**src/rtl/int_lpc_seq.sv**
```systemverilog
// int_lpc_seq: Int_LPC stage sequencer (one LSP interpolation pass, then two lsp_to_az passes).
// Defining INT_LPC_SEQ_WATCHDOG_EN adds a per-WAIT-state timeout that raises a sticky err and forces FIN.
module int_lpc_seq #(
  parameter logic [11:0] LSP_TEMP_ADDR  = 12'h0A0,
  parameter logic [11:0] LSP_NEW_ADDR   = 12'h0B0,
  parameter logic [11:0] A_T_LOW_ADDR   = 12'h0C0,
  parameter logic [11:0] A_T_HIGH_ADDR  = 12'h0D0,
  parameter int          TIMEOUT_CYCLES = 4096
) (
  input  logic        clock,
  input  logic        reset,
  input  logic        start,
  output logic        done,
  output logic        interp_start,
  input  logic        interp_done,
  output logic        lsp_az_start,
  input  logic        lsp_az_done,
  output logic [11:0] lsp_az_addr1,
  output logic [11:0] lsp_az_addr2,
  output logic [1:0]  mem_sel,
  output logic        busy,
  output logic        err
);

  localparam logic [2:0] IDLE     = 3'd0;
  localparam logic [2:0] INT_GO   = 3'd1;
  localparam logic [2:0] INT_WAIT = 3'd2;
  localparam logic [2:0] AZ1_GO   = 3'd3;
  localparam logic [2:0] AZ1_WAIT = 3'd4;
  localparam logic [2:0] AZ2_GO   = 3'd5;
  localparam logic [2:0] AZ2_WAIT = 3'd6;
  localparam logic [2:0] FIN      = 3'd7;

  localparam logic [1:0] SEL_EXT    = 2'd0;
  localparam logic [1:0] SEL_INTERP = 2'd1;
  localparam logic [1:0] SEL_AZ     = 2'd2;

  localparam logic [12:0] WD_LAST = 13'(TIMEOUT_CYCLES - 1);

  logic [2:0] state;
  logic [2:0] state_nxt;
  logic       in_wait;
  logic       wait_done;
  logic       wd_fire;

  function automatic logic [1:0] sel_for(input logic [2:0] s);
    logic [1:0] sel;
    sel = SEL_EXT;
    case (s)
      INT_GO, INT_WAIT:                 sel = SEL_INTERP;
      AZ1_GO, AZ1_WAIT, AZ2_GO, AZ2_WAIT: sel = SEL_AZ;
      default:                          sel = SEL_EXT;
    endcase
    return sel;
  endfunction

  assign in_wait   = (state == INT_WAIT) || (state == AZ1_WAIT) || (state == AZ2_WAIT);
  assign wait_done = (state == INT_WAIT) ? interp_done : lsp_az_done;

`ifdef INT_LPC_SEQ_WATCHDOG_EN
  logic [12:0] wd_cnt;
  logic        err_q;

  // Counter is zero in the first cycle of every WAIT state; GO/FIN/IDLE keep it cleared.
  always_ff @(posedge clock or negedge reset) begin
    if (!reset) begin
      wd_cnt <= '0;
    end else if (!in_wait) begin
      wd_cnt <= '0;
    end else begin
      wd_cnt <= wd_cnt + 13'd1;
    end
  end

  assign wd_fire = in_wait && !wait_done && (wd_cnt == WD_LAST);

  always_ff @(posedge clock or negedge reset) begin
    if (!reset) begin
      err_q <= 1'b0;
    end else if ((state == IDLE) && start) begin
      err_q <= 1'b0;
    end else if (wd_fire) begin
      err_q <= 1'b1;
    end
  end

  assign err = err_q;
`else
  logic wd_unused;
  assign wd_unused = ^WD_LAST;
  assign wd_fire   = 1'b0;
  assign err       = 1'b0;
`endif

  // Engine done is only honoured in WAIT states, so a held or stale done never skips a pass.
  always_comb begin
    state_nxt = state;
    case (state)
      IDLE:     if (start) state_nxt = INT_GO;
      INT_GO:   state_nxt = INT_WAIT;
      INT_WAIT: begin
        if (interp_done)  state_nxt = AZ1_GO;
        else if (wd_fire) state_nxt = FIN;
      end
      AZ1_GO:   state_nxt = AZ1_WAIT;
      AZ1_WAIT: begin
        if (lsp_az_done)  state_nxt = AZ2_GO;
        else if (wd_fire) state_nxt = FIN;
      end
      AZ2_GO:   state_nxt = AZ2_WAIT;
      AZ2_WAIT: begin
        if (lsp_az_done || wd_fire) state_nxt = FIN;
      end
      FIN:      state_nxt = IDLE;
      default:  state_nxt = IDLE;
    endcase
  end

  // Outputs are registered from the next state so they line up with the state they describe.
  always_ff @(posedge clock or negedge reset) begin
    if (!reset) begin
      state        <= IDLE;
      done         <= 1'b0;
      interp_start <= 1'b0;
      lsp_az_start <= 1'b0;
      mem_sel      <= SEL_EXT;
      busy         <= 1'b0;
    end else begin
      state        <= state_nxt;
      done         <= (state_nxt == FIN);
      interp_start <= (state_nxt == INT_GO);
      lsp_az_start <= (state_nxt == AZ1_GO) || (state_nxt == AZ2_GO);
      mem_sel      <= sel_for(state_nxt);
      busy         <= (state_nxt != IDLE);
    end
  end

  always_ff @(posedge clock or negedge reset) begin
    if (!reset) begin
      lsp_az_addr1 <= LSP_TEMP_ADDR;
      lsp_az_addr2 <= A_T_LOW_ADDR;
    end else if (state_nxt == AZ1_GO) begin
      lsp_az_addr1 <= LSP_TEMP_ADDR;
      lsp_az_addr2 <= A_T_LOW_ADDR;
    end else if (state_nxt == AZ2_GO) begin
      lsp_az_addr1 <= LSP_NEW_ADDR;
      lsp_az_addr2 <= A_T_HIGH_ADDR;
    end
  end

endmodule

```
**config.mk**
```make
export PLATFORM = sky130hd
export DESIGN_NAME = int_lpc_seq
export DESIGN_NICKNAME = d
export VERILOG_FILES = /design/src/rtl/int_lpc_seq.sv
export SDC_FILE = /design/constraint.sdc
export NUM_CORES = 1
export LEC_CHECK = 0
export ABC_AREA = 0
export BUFFER_PORTS_ARGS = -buffer_cell sky130_fd_sc_hd__buf_2
export CAP_MARGIN = 20
export CORE_UTILIZATION = 38
export DETAILED_ROUTE_END_ITERATION = 8
export PLACE_DENSITY = 0.74
export SYNTH_ARGS = -nofsm -noshare
export SYNTH_HDL_FRONTEND = slang
export SYNTH_SLANG_ARGS = --single-unit
export TNS_END_PERCENT = 100
```
**constraint.sdc**
```tcl
create_clock -name clock -period 1 [get_ports clock]
set_input_delay 0.05 -clock clock [delete_from_list [all_inputs] [get_ports clock]]
set_output_delay 0.05 -clock clock [all_outputs]
set_load 0.005 [all_outputs]
```
==> out/metrics.cfg <==
[outcome]
status = complete, but fails checks
violations = negative setup slack

[synthesis]
synth_top_family_by_area = buffers and inverters
yosysTopAreaCellShare = 0.398
syn_area_um2 = 629
synth_seq_cells = 10
syn_area_per_cell_um2 = 9.83
yosysSeqAreaShare = 0.398
yosys.area.top_type = dfrtp_1
synth.distinct_cells = 22
synthMuxAreaShare = 0.0159
yosys_warnings = 0
synthSimpleGateAreaFrac = 0.131
synth.area.top_cells = dfrtp_1 40%, buf_4 29%, nand3b_1 3.6%, a21oi_1 2.4%, buf_2 2.4%
synth_xor_area_frac = 0.0278
synth_compound_area_frac = 0.0934
netlist_instances = 64
post_synth_fa_ha_maj_area_fraction = 0

[critical_path]
cp_cell_sequence = buf_4 > nor4b_1
r2r_end = interp_start$_DFF_PN0_
path_delay_family = flip-flops
worstReg2RegStart = state[0]$_DFF_PN0_
rr_worst_depth = 2
arrival_ns = 1.17
endpoint_kind = flip-flop
crit_fanout = 6
path_class = flip-flop to flip-flop
path_buf_inv = 1
cp_slowest_cell = dfrtp_2
critPathLaunchType = flip-flop
worst_path_largest_cell_delay_ns = 0.45
required_ns = 1.16
reg2reg_setup_slack_ns = -0.008

[die]
die_x_um = 42.7
core_um2 = 1520
row_count = 14
die_area_um2 = 1820
start_util = 0.413
pin_count = 36
dieHeight_um = 42.7

[min_path]
holdPathEnd = interp_start$_DFF_PN0_
hp-class = input pin to flip-flop
hold_depth = 2
worstHoldStart = start

[finish]
diodes = 0
final-seq-area_um2 = 254
layout-drive-gt1-share = 0.361
multi_input_area_um2 = 268
nFillCells = 146
fin_nets = 89
syn2layout_area_growth_pct = 14.9
stdcell_area_um2 = 723
final_common_cell = conb_1
finalNonFillerCells = 99
final_cell_mix = 23 x conb_1, 12 x buf_2, 7 x dfrtp_1
utilization = 0.475

[grt]
grtUsageTotal = 0.116
grt_max_degree = 14
grt_pass1_wl_um = 1520
overflow = 0
antenna_found_initial = 0
grt_pass1_vias = 351

[cts]
cts_max_level = 1
cts_sinks = 10
cts_root_buffer = clkbuf_4
cts_max_path_buffers = 2
insertion_delay_ns = 0.26
cts_tree = done
clk_pin_slew_ns = 0.07
cts_buffers = 3

[placed_design]
numPlacedInstances = 91
pre_cts_slack_ns = -0.0310
portBuffers = 12
dp_hpwl_um = 705
dpl_cell_area_um2 = 631
gp_congestion = 0.684

[sta]
rsz0062_at_grt = true
drv_slew = 0
final.setup.worst_slack_ns = -0.00764
setup_viol = 2
fmax_mhz = 992
clock_skew_ns = 0.0000961
post-route-period-util = 1.01
period_needed_ns = 1.01
hold_violations = 0

[power_and_ir_drop]
switching_share = 0.343
vdd_drop_max_mv = 0.894
p_int_uw = 1330
p_comb_frac = 0.446
p_per_area_nw_per_um2 = 2800
clock_power_share = 0.184
pwr-share-seq = 0.371
p_switching_uw = 695
p_leak_uw = 0.000384

[routing]
wl_met2_um = 528
drc = 0
wl_per_cell_um = 10.6
maxUsedRoutingLayer = met4
wl_met3_um = 79
routed_wirelength_um = 1050
dr.pass1.iters = 4
drt_iter0_markers = 16
via_count = 438
routed_via_density = 4.42
wl_met1_um = 430
ant_nets = 0

[flow_run]
maxCapViolations = 0

## layout make-up
type                    count  area share
repair buffers             21       0.190
inverters                   2      0.0104
well taps                  16      0.0277
flip-flops and latches     10       0.351
clock buffers               4      0.0502
multi-input cells          46       0.370
## worst max-delay path by stage
stage / start / endpoint / slack (ns) / cells past startpoint
2_1_floorplan: state[0]$_DFF_PN0_ / busy$_DFF_PN0_ / 0.01 / 3
3_3_place_gp: state[0]$_DFF_PN0_ / mem_sel[0]$_DFF_PN0_ / 0.01 / 2
3_5_place_dp: state[2]$_DFF_PN0_ / state[0]$_DFF_PN0_ / -0.03 / 2
4_1_cts: state[0]$_DFF_PN0_ / interp_start$_DFF_PN0_ / -0.005 / 2
5_1_grt: state[2]$_DFF_PN0_ / lsp_az_addr1[4]$_DFFE_PN0P_ / -0.06 / 2
6_report: state[0]$_DFF_PN0_ / interp_start$_DFF_PN0_ / -0.008 / 2
## metrics by stage
step                      hold slack (ns)  power (uW)  setup TNS (ns)
after floorplan                    -0.246        1230               0
after global placement            -0.0823        1430               0
after detailed placement          -0.0770        1460         -0.0542
after CTS                          0.0661        1850         -0.0113
after global routing               0.0742        2150          -0.151
final                              0.0766        2030         -0.0126
## cell families (layout without fill, tap and decap cells)
group / count (synthesis) / count (layout)
buffers and inverters: 29 / 27
AND/OR/NAND/NOR: 11 / 11
flip-flops: 10 / 10
AO/OA/AOI/OAI: 9 / 9
other: 2 / 23
XOR/XNOR: 2 / 2
multiplexers: 1 / 1
## power groups by stage
stage	Combinational, uW	Sequential [uW]	Clock [uW]
2_1_floorplan	550	677	0
5_1_grt	997	770	382
6_report	902	751	372
3_5_place_dp	727	738	0
3_3_place_gp	700	729	0
4_1_cts	731	741	376
## per-layer routing
metal  GRT usage  up-vias
met3      0.0298        2
li1            -      207
met2       0.188       27
met1       0.126      202
met5           0        -
met4      0.0938        0
## flip-flops by register name (all words and copies together), names as in the netlist
name          count
lsp_az_addr1      1
lsp_az_start      1
state             3
interp_start      1
done              1
busy              1
mem_sel           2
## synth_stat cells
library cell and instances:
a211oi_1 2, a21oi_1 3, a31oi_1 1, and4b_1 1, buf_2 3, buf_4 24
conb_1 2, dfrtp_1 10, inv_1 2, mux2i_1 1, nand2_1 1, nand3b_1 3
nor2b_1 2, nor4_1 1, nor4b_1 1, nor4bb_1 1, o211a_1 1, o21ai_0 1
o21bai_1 1, or3b_1 1, xnor2_1 1, xor2_1 1
## timing repair
item,CTS,global route
cloned,0,0
setup buffers,0,3
endpoints found under the setup margin,5,7
hold buffers,1,0
pin swaps,1,2
hold endpoints to repair,10,0
gates resized for setup,2,7
(Power assumes the default switching activity.)
